### src/rtl/alu_seq_core.sv
// alu_seq_core: sequential ALU with IDLE/EXEC/DONE control.
// Single-cycle ops finish one cycle after acceptance. Multiply (shift-add) and
// divide (restoring) take WIDTH cycles. The done pulse follows one edge after DONE.
// Optional divider: define ALU_SEQ_DIV_EN to build it. Without the macro,
// opcode 110 completes at once with result=0, result_hi=0, carry_out=1.
module alu_seq_core #(
  parameter int WIDTH = 8
) (
  input  logic             clk,
  input  logic             reset,
  input  logic             start,
  input  logic [2:0]       opcode,
  input  logic [WIDTH-1:0] a,
  input  logic [WIDTH-1:0] b,
  output logic             busy,
  output logic             done,
  output logic [WIDTH-1:0] result,
  output logic [WIDTH-1:0] result_hi,
  output logic             carry_out,
  output logic             zero
);

  localparam int CNT_W = $clog2(WIDTH) + 1;
  localparam logic [CNT_W-1:0] LAST_STEP = CNT_W'(WIDTH - 1);

  localparam logic [2:0] OP_ADD = 3'b000;
  localparam logic [2:0] OP_SUB = 3'b001;
  localparam logic [2:0] OP_AND = 3'b010;
  localparam logic [2:0] OP_OR  = 3'b011;
  localparam logic [2:0] OP_XOR = 3'b100;
  localparam logic [2:0] OP_MUL = 3'b101;
  localparam logic [2:0] OP_DIV = 3'b110;
  localparam logic [2:0] OP_CEQ = 3'b111;

  typedef enum logic [1:0] {IDLE, EXEC, DONE} state_t;

  state_t           state;
  logic [2:0]       op_q;
  logic [WIDTH-1:0] a_q, b_q;
  logic [WIDTH-1:0] hi_q;   // mul: partial product high half; div: remainder
  logic [WIDTH-1:0] lo_q;   // mul: multiplier shifting out; div: dividend/quotient
  logic [CNT_W-1:0] cnt;

  logic [WIDTH-1:0] s_res, s_hi;
  logic             s_cy;
  logic [WIDTH:0]   mul_sum;
  logic [2*WIDTH-1:0] mul_next;
`ifdef ALU_SEQ_DIV_EN
  logic [WIDTH:0]   div_shift;
  logic [WIDTH-1:0] div_diff, div_rem_next, div_q_next;
  logic             div_ge;
`endif

  // Single-cycle results, from the operands latched at acceptance.
  // NOTE: every output gets a default before the case so no latch is inferred.
  always_comb begin
    s_res = '0;
    s_hi  = '0;
    s_cy  = 1'b0;
    case (op_q)
      OP_ADD: {s_cy, s_res} = {1'b0, a_q} + {1'b0, b_q};
      OP_SUB: begin
        s_res = a_q - b_q;
        s_cy  = (a_q < b_q);
      end
      OP_AND: s_res = a_q & b_q;
      OP_OR:  s_res = a_q | b_q;
      OP_XOR: s_res = a_q ^ b_q;
      OP_MUL: s_res = '0;
      OP_DIV: begin
        // Divide by zero (or no divider built): flag the error.
`ifdef ALU_SEQ_DIV_EN
        s_hi = a_q;
`endif
        s_cy = 1'b1;
      end
      OP_CEQ: s_res = {{(WIDTH-1){1'b0}}, (a_q == b_q)};
    endcase
  end

  // One shift-add multiply step: conditionally add A, then shift right.
  always_comb begin
    mul_sum  = {1'b0, hi_q} + (lo_q[0] ? {1'b0, a_q} : {(WIDTH+1){1'b0}});
    mul_next = {mul_sum, lo_q[WIDTH-1:1]};
  end

`ifdef ALU_SEQ_DIV_EN
  // One restoring-division step: shift in the next dividend bit, subtract if it fits.
  always_comb begin
    div_shift    = {hi_q, lo_q[WIDTH-1]};
    div_ge       = (div_shift >= {1'b0, b_q});
    div_diff     = div_shift[WIDTH-1:0] - b_q;
    div_rem_next = div_ge ? div_diff : div_shift[WIDTH-1:0];
    div_q_next   = {lo_q[WIDTH-2:0], div_ge};
  end
`endif

  // Control FSM, datapath registers and registered outputs.
  // NOTE: state is written with non-blocking assignments so every register
  // samples pre-edge values, independent of statement order.
  always_ff @(posedge clk) begin
    if (reset) begin
      state     <= IDLE;
      op_q      <= '0;
      a_q       <= '0;
      b_q       <= '0;
      hi_q      <= '0;
      lo_q      <= '0;
      cnt       <= '0;
      busy      <= 1'b0;
      done      <= 1'b0;
      result    <= '0;
      result_hi <= '0;
      carry_out <= 1'b0;
      zero      <= 1'b0;
    end else begin
      done <= 1'b0;
      case (state)
        IDLE: begin
          if (start) begin
            op_q  <= opcode;
            a_q   <= a;
            b_q   <= b;
            hi_q  <= '0;
            lo_q  <= (opcode == OP_DIV) ? a : b;
            cnt   <= '0;
            busy  <= 1'b1;
            state <= EXEC;
          end
        end
        EXEC: begin
          if (op_q == OP_MUL) begin
            {hi_q, lo_q} <= mul_next;
            cnt          <= cnt + 1'b1;
            if (cnt == LAST_STEP) begin
              result    <= mul_next[WIDTH-1:0];
              result_hi <= mul_next[2*WIDTH-1:WIDTH];
              carry_out <= |mul_next[2*WIDTH-1:WIDTH];
              zero      <= (mul_next[WIDTH-1:0] == '0);
              state     <= DONE;
            end
`ifdef ALU_SEQ_DIV_EN
          end else if (op_q == OP_DIV && b_q != '0) begin
            hi_q <= div_rem_next;
            lo_q <= div_q_next;
            cnt  <= cnt + 1'b1;
            if (cnt == LAST_STEP) begin
              result    <= div_q_next;
              result_hi <= div_rem_next;
              carry_out <= 1'b0;
              zero      <= (div_q_next == '0);
              state     <= DONE;
            end
`endif
          end else begin
            result    <= s_res;
            result_hi <= s_hi;
            carry_out <= s_cy;
            zero      <= (s_res == '0);
            state     <= DONE;
          end
        end
        DONE: begin
          done  <= 1'b1;
          busy  <= 1'b0;
          state <= IDLE;
        end
        default: state <= IDLE;
      endcase
    end
  end

endmodule

### config.mk
export PLATFORM = sky130hd
export DESIGN_NAME = alu_seq_core
export DESIGN_NICKNAME = d
export VERILOG_FILES = /design/src/rtl/alu_seq_core.sv
export SDC_FILE = /design/constraint.sdc
export NUM_CORES = 1
export LEC_CHECK = 0
export ABC_CLOCK_PERIOD_IN_PS = 2900
export CAP_MARGIN = 20
export CORE_UTILIZATION = 52
export CTS_CLUSTER_DIAMETER = 30
export CTS_CLUSTER_SIZE = 40
export DETAILED_ROUTE_END_ITERATION = 16
export HOLD_SLACK_MARGIN = 0.02
export PLACE_DENSITY_LB_ADDON = 0.12
export SKIP_CTS_REPAIR_TIMING = 1
export SYNTH_ARGS = -nofsm -noshare
export SYNTH_HDL_FRONTEND = slang
export SYNTH_SLANG_ARGS = --single-unit
### constraint.sdc
create_clock -name clk -period 2.9 [get_ports clk]
set_clock_uncertainty 0.2 [all_clocks]
set_input_delay 0.58 -clock clk [delete_from_list [all_inputs] [get_ports clk]]
set_output_delay 0.58 -clock clk [all_outputs]
set_load 0.02 [all_outputs]
# Word-level counts from Yosys, hierarchy flattened
# Cells that the tools add are included.
[op_classes] add_sub_neg=4 mul=0 div=0 magnitude_cmp=1 eq_ne=16 shift=0 n_mux=28 bitwise_logic=3 reduce_logical=12
[op_table] operator="2-to-1 mux 8 bit" count=10
[op_table] operator="case mux 8 bit (6 select lines)" count=1
[op_table] operator="case mux 8 bit (2 select lines)" count=2
[op_table] operator="adder 8 x 8 -> 9 bit" count=2
[op_table] operator="logical NOT 8 bit" count=2
[op_table] operator="== test 3 bit (second input constant)" count=5
[op_table] operator="AND 8 bit" count=1
[op_table] operator="== test 8 bit" count=1
[op_table] operator="less-than comparator 8 bit" count=1
[op_table] operator="2-to-1 mux 4 bit" count=2
[op_table] operator="bitwise OR 8 bit" count=1
[op_table] operator="case mux 4 bit (2 select lines)" count=1
[op_table] operator="AND reduction 2 bit" count=4
[op_table] operator="OR reduction 8 bit" count=1
[op_table] operator="subtractor 8 bit" count=1
[op_table] operator="XOR 8 bit" count=1
[op_table] operator="== test 3 x 2 -> 1 bit (second input constant)" count=2
[op_table] operator="2-to-1 mux 1 bit" count=6
[op_table] operator="2-to-1 mux 2 bit" count=3
[op_table] operator="adder 4 x 1 -> 4 bit (second input constant)" count=1
[op_table] operator="== test 4 x 3 -> 1 bit (second input constant)" count=1
[op_table] operator="inequality test 2 bit (second input constant)" count=2
[op_table] operator="case mux 2 bit (2 select lines)" count=1
[op_table] operator="nonzero test 2 bit" count=2
[op_table] operator="other kinds (10)" count=10
[totals] register_bits=61 latch_bits=0 mem_bits_rw=0 rom_bits=0 inputBits=22 out_inout_bits=20 elab_cells=77 n_memories=0

# Longest topological paths before layout
# Gate-level depths: netlist (run 1).
[logic_depth] depth_word=5 depth_mapped=11 ltp_nobuf=11

# Least setup slack after synthesis (run 1)
# No wires, ideal clock.
[synth_path] kind="flip-flop to flip-flop" startpoint="reg lo_q[0]" endpoint="reg carry_out" setup_ns=0.139 arrival_time_ns=2.368 slack_ns=0.193 stages_incl_launch_ff=11 n_path_buf=0 synth_period_minus_slack_ns=2.707 path_cell_list="dfxtp_1 -> and2_1 -> ha_1 -> inv_1 -> fa_1 -> nor2b_4 -> o31a_1 -> a21oi_1 -> or4_1 -> o41ai_1 -> a211oi_1"
[synth_between] elab_chain_len=5
[synth_lines] element="start: declaration" line_no="41" text="logic [WIDTH-1:0] lo_q;"
[synth_lines] element="start signal: assignment" line_no="125" text="lo_q <= (opcode == OP_DIV) ? a : b;"
[synth_lines] element="start signal: assignment" line_no="133" text="{hi_q, lo_q} <= mul_next;"
[synth_lines] element="2-to-1 mux 8 bit" line_no="83" text="mul_sum = {1'b0, hi_q} + (lo_q[0] ? {1'b0, a_q} : {(WIDTH+1){1'b0}});"
[synth_lines] element="adder 8 x 8 -> 9 bit" line_no="83"
[synth_lines] element="OR reduction 8 bit" line_no="138" text="carry_out <= |mul_next[2*WIDTH-1:WIDTH];"
[synth_lines] element="2-to-1 mux 1 bit" line_no="135" text="if (cnt == LAST_STEP) begin"
[synth_lines] element="2-to-1 mux 1 bit" line_no="132" text="if (op_q == OP_MUL) begin"
[synth_lines] element="end signal: assignment" line_no="138"
[synth_lines] element="end signal: assignment" line_no="158" text="carry_out <= s_cy;"
[synth_lines] element="end: declaration" line_no="19" text="output logic carry_out,"
# Every way passes these cells. The select of a mux whose other input is x is not followed.
# A chain may end at the register's enable or synchronous reset.

# Worst setup path after layout (run 1)
[layout_path] startpoint="reg a_q[0]" endpoint="reg carry_out"
[layout_between] elab_chain_len=5 word_cells_on_any_way=8 classes_between="add/sub (2); order compare (1); mux (4); reduce/logical (1)"
[layout_lines] element="start: declaration" line_no="39" text="logic [WIDTH-1:0] a_q, b_q;"
[layout_lines] element="start signal: assignment" line_no="105" text="a_q <= '0;"
[layout_lines] element="start signal: assignment" line_no="122" text="a_q <= a;"
[layout_lines] element="2-to-1 mux 8 bit" line_no="83"
[layout_lines] element="adder 8 x 8 -> 9 bit" line_no="83"
[layout_lines] element="OR reduction 8 bit" line_no="138"
[layout_lines] element="2-to-1 mux 1 bit" line_no="135"
[layout_lines] element="2-to-1 mux 1 bit (*)" line_no="132"
# Every way passes the cells marked *; elsewhere a longest branch is shown, timed or not. The select of a mux whose other input is x is not followed.

==> reports/summary.txt, run 1 <==
PLACE
--------------------------------------------------------------------------------
RD Place Congestion ...............................................        0.993
Number of port buffers ............................................           41
Placed instance count .............................................          650
Pre-CTS setup slack ...............................................    0.0156 ns
Post-detailed-placement half-perimeter wirelength .................      8.27 mm
Area of placed instances ..........................................     4560 µm²

CLOCKING
--------------------------------------------------------------------------------
Buffers from clock root to sink, at most ..........................            2
Num CTS Buffers ...................................................            9
Clk sinks .........................................................           61
Clock tree from TritonCTS .........................................          yes
Clock tree root driver cell ....................................... sky130_fd_sc_hd__clkbuf_8
H-tree Lvls .......................................................            3
Clock transition at path regs .....................................      0.08 ns
Worst-skew pair later-pin latency .................................      0.34 ns

CRITICAL PATH
--------------------------------------------------------------------------------
Data arrival time of the critical path ............................      2.77 ns
Kind of start point of the critical path ..........................         flop
Kind of capture point of the worst setup path .....................         flop
Worst setup path class ............................................      reg2reg
Maximum fanout encountered on the critical timing path ............            4
Req. time, crit path ..............................................      2.91 ns

GLOBAL ROUTING
--------------------------------------------------------------------------------
Maximum number of pins on one net before global-route repair ......           28
Global-route wire length before repair ............................      17.5 mm
Number of global-route vias before repair .........................        3,554
Residual overflow from global routing .............................            0
Global-route usage over all layers ................................        0.270
Number of antenna violations at the first check in global routing .            0

SYNTHESIS
--------------------------------------------------------------------------------
Synth Instances ...................................................          519
Post-Syn Area .....................................................     4010 µm²
Ys flop type ...................................................... sky130_fd_sc_hd__dfxtp_1
Portion of the post-synthesis area used by sequential elements ....        0.304
Count of unique library cells instantiated by Yosys ...............           59
Synthesized Nets ..................................................          578
Async set-reset flop share out of synthesis .......................            0
Synthesized area per cell .........................................     7.73 µm²
Number of synthesized flops with an enable pin ....................            0
Number of synthesis warnings ......................................            0
FF+latch count, synth .............................................           61

FINISH
--------------------------------------------------------------------------------
Number of filler cells placed in the layout .......................          649
Post-layout instance area .........................................     4800 µm²
Proportion of layout cells with a drive suffix above 1 ............       0.0864
Area added between synthesis and finish ...........................        19.6%
Non-Filler Instances ..............................................          666
Diodes inserted ...................................................            0
Count of nets after finishing .....................................          621

ROUTE
--------------------------------------------------------------------------------
Remaining DRCs ....................................................            0
Final antenna-violating net count .................................            0
Wire length after detailed routing ................................      10.8 mm
Ratio of routed vias to standard cells ............................         5.88
First-pass iteration count of the detailed router .................            5
Wire per inst .....................................................      16.1 µm
Iter 0 DRT Violations .............................................          280
Via Count .........................................................        3,919

TIMING
--------------------------------------------------------------------------------
Relative slew slack ...............................................        0.554
Share of the cycle needed by the critical path after routing ......        0.952
Worst setup slack after layout ....................................     0.140 ns
Final number of hold-violating endpoints ..........................            0
Unrepaired setup endpoints after global routing ...................        false
Actual transition at the worst max-transition pin .................     0.663 ns
Final count of negative-setup-slack endpoints .....................            0
Post-layout minimum cycle time ....................................      2.76 ns
Maximum clock rate ................................................      362 MHz
Tightest hold margin ..............................................     0.264 ns
Max Transition Viols Final ........................................            0

RUN STATUS
--------------------------------------------------------------------------------
Status ............................................................    completed

POWER
--------------------------------------------------------------------------------
Total power density per cell area .................................   473 nW/µm²
Worst supply voltage drop on vdd ..................................       324 µV
Leakage power .....................................................   0.00197 µW

FLOORPLAN
--------------------------------------------------------------------------------
Count of standard-cell rows .......................................           31
Die boundary width ................................................      89.8 µm
Die Height ........................................................      89.8 µm
Floorplan core area ...............................................     7370 µm²
Initial core utilization ..........................................        0.544
I/O pin cnt .......................................................           42
Area enclosed by the die boundary .................................     8070 µm²

FLOW RUN
--------------------------------------------------------------------------------
Number of violations of the max-capacitance limit .................            0

WORST HOLD PATH
--------------------------------------------------------------------------------
Worst hold-check path type ........................................      reg2reg

cells in the mapped netlist, types with 4 or more instances:
library cell               instances  area [µm²]
sky130_fd_sc_hd__a31oi_1           4        25.0
sky130_fd_sc_hd__clkbuf_1         13        48.8
sky130_fd_sc_hd__xor2_1            7        61.3
sky130_fd_sc_hd__nor3_1           17        85.1
sky130_fd_sc_hd__a22oi_1           9        67.6
sky130_fd_sc_hd__a211oi_1         22         165
sky130_fd_sc_hd__o22ai_1           7        43.8
sky130_fd_sc_hd__a21o_1            4        30.0
sky130_fd_sc_hd__buf_2            12        60.1
sky130_fd_sc_hd__inv_1            25        93.8
sky130_fd_sc_hd__nand2_1          60         225
sky130_fd_sc_hd__a21oi_1          59         295
sky130_fd_sc_hd__nand3_1          11        55.1
sky130_fd_sc_hd__nor2_1           61         229
sky130_fd_sc_hd__o21ai_0          12        60.1
sky130_fd_sc_hd__o21a_1            5        37.5
sky130_fd_sc_hd__dfxtp_1          61        1220
sky130_fd_sc_hd__nand2b_1          7        43.8
sky130_fd_sc_hd__mux2i_1          12         120
sky130_fd_sc_hd__nor4_1            6        37.5
sky130_fd_sc_hd__ha_1             34         425
sky130_fd_sc_hd__and2_1            7        43.8
sky130_fd_sc_hd__nor2b_1           6        37.5
sky130_fd_sc_hd__or4_1             4        30.0
flip-flops by register name, indices dropped and copies added (netlist names):
register / count
busy: 1
hi_q: 8
op_q: 3
zero: 1
b_q: 8
state: 2
lo_q: 8
result_hi: 8
done: 1
cnt: 4
a_q: 8
result: 8
carry_out: 1
power breakdown:
| group | internal (µW) | switching, µW | total [µW] |
|---|---|---|---|
| logic | 211 | 283 | 494 |
| clock network | 506 | 349 | 854 |
| registers | 876 | 42.0 | 918 |
per-stage QoR:
| step | util | power, µW | setup TNS [ns] |
|---|---|---|---|
| floorplan | - | 1250 | 0 |
| global placement | 0.618 | 1420 | 0 |
| detailed placement | 0.618 | 1420 | 0 |
| CTS | 0.649 | 2270 | -0.0150 |
| global route | 0.651 | 2360 | 0 |
| finish | 0.651 | 2270 | 0 |
critical path, stage by stage (launching register included):
cell and delay (ns):
sky130_fd_sc_hd__dfxtp_1 0.37, sky130_fd_sc_hd__and2_1 0.14, sky130_fd_sc_hd__ha_1 0.18, sky130_fd_sc_hd__inv_1 0.07, sky130_fd_sc_hd__fa_2 0.38, sky130_fd_sc_hd__nor2b_4 0.13
sky130_fd_sc_hd__o31a_1 0.14, sky130_fd_sc_hd__a21oi_1 0.06, sky130_fd_sc_hd__or4_1 0.54, sky130_fd_sc_hd__o41ai_2 0.31, sky130_fd_sc_hd__a211oi_1 0.13
cell type report:
| type | count | area [µm²] | area share |
|---|---|---|---|
| Clock buffer | 10 | 138 | 0.0287 |
| Clock inverter | 6 | 86.3 | 0.0180 |
| Inverter | 26 | 97.6 | 0.0203 |
| Multi-Input combinational cell | 402 | 2570 | 0.535 |
| Sequential cell | 61 | 1220 | 0.255 |
| Tap cell | 99 | 124 | 0.0258 |
| Timing Repair Buffer | 62 | 563 | 0.117 |
worst paths after layout:
| check | slack [ns] | depth (start not counted) | start | end |
|---|---|---|---|---|
| worst max-delay path | 0.14 | 10 | a_q[0] | carry_out |
| worst min-delay path | 0.26 | 1 | state[1] | busy |
| worst max register to register | 0.14 | 10 | a_q[0] | carry_out |
| worst min register to register | 0.26 | 1 | state[1] | busy |
cells by family after synthesis:
| family | count (synthesis) | synth area share |
|---|---|---|
| multiplexers | 12 | 0.0299 |
| AND/OR/NAND/NOR | 196 | 0.229 |
| XOR/XNOR | 10 | 0.0218 |
| buffers and inverters | 56 | 0.0599 |
| adder cells (fa/ha/maj) | 37 | 0.121 |
| AO/OA/AOI/OAI | 147 | 0.234 |
| flip-flops | 61 | 0.304 |
per-layer routing:
metal / up-vias / share of wire / GRT usage / wire length (µm)
met1: 1840 / 0.48 / 0.387 / 5160
met2: 134 / 0.44 / 0.410 / 4740
met3: 14 / 0.060 / 0.0423 / 647
met5: - / 0 / 0 / 0
li1: 1931 / - / - / -
met4: 0 / 0.019 / 0.0915 / 201
placed cells by master, fill, tap and decap left out, types with 5 or more instances in the layout:
cell type,instances
sky130_fd_sc_hd__mux2i_1,12
sky130_fd_sc_hd__xor2_1,7
sky130_fd_sc_hd__nor3_1,17
sky130_fd_sc_hd__nand3_1,11
sky130_fd_sc_hd__o21ai_0,12
sky130_fd_sc_hd__nor2_1,61
sky130_fd_sc_hd__o21a_1,5
sky130_fd_sc_hd__a21oi_1,59
sky130_fd_sc_hd__nand2b_1,7
sky130_fd_sc_hd__clkdlybuf4s50_1,40
sky130_fd_sc_hd__clkbuf_8,10
sky130_fd_sc_hd__nor2b_1,6
sky130_fd_sc_hd__and2_1,7
sky130_fd_sc_hd__o22ai_1,7
sky130_fd_sc_hd__nand2_1,60
sky130_fd_sc_hd__inv_1,25
sky130_fd_sc_hd__nor4_1,6
sky130_fd_sc_hd__dfxtp_1,61
sky130_fd_sc_hd__ha_1,34
sky130_fd_sc_hd__buf_4,21
sky130_fd_sc_hd__a22oi_1,9
sky130_fd_sc_hd__a211oi_1,22
Power figures use the tool's default switching activity.
==> run 2: changes to the inputs <==
Settings changed: CAP_MARGIN 20 to unset.
==> results of run 2 <==
Final layout, timing and power as in run 1 (identical DEF).
==> run 3: changes to the inputs <==
Settings changed: CORE_ASPECT_RATIO set to 1.5.
==> run 3 against run 2 <==
Die area about the same. Power down 10%. Utilization down 0.24 points. Register-to-register slack better by 0.04 ns. First-iteration DRC count down 1.8%.
==> reports/summary.txt, run 3 (same netlist as run 1, synthesis figures left out) <==
CRITICAL PATH
--------------------------------------------------------------------------------
Capturing point of the worst reg2reg path .........................    carry_out
Req. time, crit path ..............................................      2.92 ns   about the same
Data arrival time of the critical path ............................      2.74 ns   -0.03 ns
Delay contributed by the slowest stage of the critical path .......      0.54 ns   about the same
Maximum fanout encountered on the critical timing path ............            4   unchanged
Critical path, cell by cell ....................................... and2_1, ha_1, inv_1, fa_2, nor2b_4, o31a_1, a21oi_1, or4_1, o41ai_2, a211oi_1
Critical-path cell with the highest stage delay ................... sky130_fd_sc_hd__or4_1
Kind of capture point of the worst setup path .....................         flop
Slack of the worst reg-to-reg path ................................      0.18 ns   +0.04 ns
Kind of start point of the critical path ..........................         flop
Path depth of the worst reg2reg path ..............................           10   unchanged
Worst setup path class ............................................      reg2reg
Reg2reg start .....................................................       a_q[0]

ROUTE
--------------------------------------------------------------------------------
Wire length after detailed routing ................................      11.3 mm   +5.2%
First-pass iteration count of the detailed router .................            5   unchanged
Wire per inst .....................................................      16.8 µm   +4.3%
Remaining DRCs ....................................................            0   unchanged
Via Count .........................................................        3,943   +0.61%
Final antenna-violating net count .................................            0   unchanged
Iter 0 DRT Violations .............................................          275   -1.8%
Ratio of routed vias to standard cells ............................         5.87   -0.29%

FINISH
--------------------------------------------------------------------------------
Count of nets after finishing .....................................          628   +1.1%
Diodes inserted ...................................................            0   unchanged
Proportion of layout cells with a drive suffix above 1 ............       0.0944   +0.00799
Leading cell type in the layout, fill and taps excluded ........... sky130_fd_sc_hd__nor2_1
Final core utilization ............................................        0.649   -0.00238
Top library cells by usage in the layout, fill and taps aside ..... sky130_fd_sc_hd__nor2_1, sky130_fd_sc_hd__nand2_1, sky130_fd_sc_hd__dfxtp_1, sky130_fd_sc_hd__a21oi_1, sky130_fd_sc_hd__clkdlybuf4s50_1
Area added between synthesis and finish ...........................        19.1%

GLOBAL ROUTING
--------------------------------------------------------------------------------
Residual overflow from global routing .............................            0   unchanged
Global-route usage over all layers ................................        0.298   +0.0278
Maximum number of pins on one net before global-route repair ......           28   unchanged
Number of antenna violations at the first check in global routing .            0   unchanged
Number of global-route vias before repair .........................        3,762   +5.9%
Global-route wire length before repair ............................      17.9 mm   +2.7%

FLOW RUN
--------------------------------------------------------------------------------
Number of violations of the max-capacitance limit .................            0   unchanged

FLOORPLAN
--------------------------------------------------------------------------------
Area enclosed by the die boundary .................................     8080 µm²   about the same
I/O pin cnt .......................................................           42   unchanged
Die Height ........................................................       110 µm   +22%
Floorplan core area ...............................................     7370 µm²   unchanged
Initial core utilization ..........................................        0.544   unchanged
Count of standard-cell rows .......................................           38   +23%
Die boundary width ................................................      73.7 µm   -18%

CLOCKING
--------------------------------------------------------------------------------
Clock tree from TritonCTS .........................................          yes
Num CTS Buffers ...................................................            9   unchanged
Clk sinks .........................................................           61   unchanged
Clock transition at path regs .....................................      0.07 ns   about the same
Clock tree root driver cell ....................................... sky130_fd_sc_hd__clkbuf_8
Worst-skew pair later-pin latency .................................      0.35 ns   about the same
H-tree Lvls .......................................................            3   unchanged
Buffers from clock root to sink, at most ..........................            2   unchanged

WORST HOLD PATH
--------------------------------------------------------------------------------
Hold Crit Endpoint ................................................    result[1]
Hold Crit Start ...................................................    result[1]
Min-Delay Path Depth ..............................................            2   +1
Worst hold-check path type ........................................      reg2reg

TIMING
--------------------------------------------------------------------------------
Actual transition at the worst max-transition pin .................     0.533 ns   -0.130 ns
Share of the cycle needed by the critical path after routing ......        0.939   -0.0130
Relative slew slack ...............................................        0.642   +0.0875
Post-layout minimum cycle time ....................................      2.72 ns   -0.0378 ns
Final count of negative-setup-slack endpoints .....................            0   unchanged
Tightest hold margin ..............................................     0.252 ns   -0.0122 ns
Maximum clock rate ................................................      367 MHz   +1.4%
Worst setup slack after layout ....................................     0.178 ns   +0.0378 ns
Final number of hold-violating endpoints ..........................            0   unchanged
Max Transition Viols Final ........................................            0   unchanged

PLACE
--------------------------------------------------------------------------------
Number of port buffers ............................................           41   unchanged
Pre-CTS setup slack ...............................................    0.0502 ns   +0.0345 ns
Post-detailed-placement half-perimeter wirelength .................      8.90 mm   +7.6%
RD Place Congestion ...............................................        0.902   -9.1%

RUN STATUS
--------------------------------------------------------------------------------
Status ............................................................    completed

POWER
--------------------------------------------------------------------------------
Worst supply voltage drop on vdd ..................................       337 µV   +4.1%
Leakage power .....................................................   0.00197 µW   +0.12%
Total power density per cell area .................................   426 nW/µm²   -9.8%

-- run 3: metal layers --
metal	share of wire	routed length, µm	GRT usage	vias up
met5	0	0	0	-
met4	0.042	471	0.148	0
met3	0.039	444	0.0605	33
met2	0.53	6010	0.547	106
met1	0.39	4390	0.314	1867
li1	-	-	-	1937
-- run 3: area by class of cell --
type	count	area, µm²
multi-input combinational	402	2570
inverter	26	97.6
timing repair buffer	69	616
tap	100	125
sequential	61	1220
fill	678	2590
clock inverter	3	15.0
clock buffer	11	131
-- run 3: worst max-delay path by stage --
| stage | startpoint | end | slack [ns] | cells after the start |
|---|---|---|---|---|
| floorplan | lo_q[0] | carry_out | 0.19 | 10 |
| global placement | a_q[0] | carry_out | 0.06 | 10 |
| detailed placement | a_q[0] | carry_out | 0.05 | 10 |
| CTS | a_q[0] | carry_out | 0.02 | 10 |
| global route | a_q[1] | carry_out | -0.003 | 10 |
| finish | a_q[0] | carry_out | 0.18 | 10 |
-- run 3: power by group --
| part | total, µW | internal [µW] | switching (µW) |
|---|---|---|---|
| combinational | 507 | 218 | 289 |
| sequential | 914 | 877 | 37.7 |
| clock | 616 | 296 | 320 |
| total | 2040 | 1390 | 647 |
-- run 3: critical path, delay by kind of cell (launching register included) --
family	cells	cell delay, ns
adder cells (fa/ha/maj)	2	0.56
flip-flops	1	0.36
buffers and inverters	1	0.07
AO/OA/AOI/OAI	4	0.61
AND/OR/NAND/NOR	3	0.80
-- run 3: metrics by stage --
step                      power (µW)  setup TNS [ns]  std cells  area, µm²
final                           2040               0        672       4780
after global routing            2130        -0.00306        672       4780
after CTS                       2040               0        672       4760
after detailed placement        1430               0        658       4610
after global placement          1430               0        658       4610
after floorplan                 1250               0        519       4010
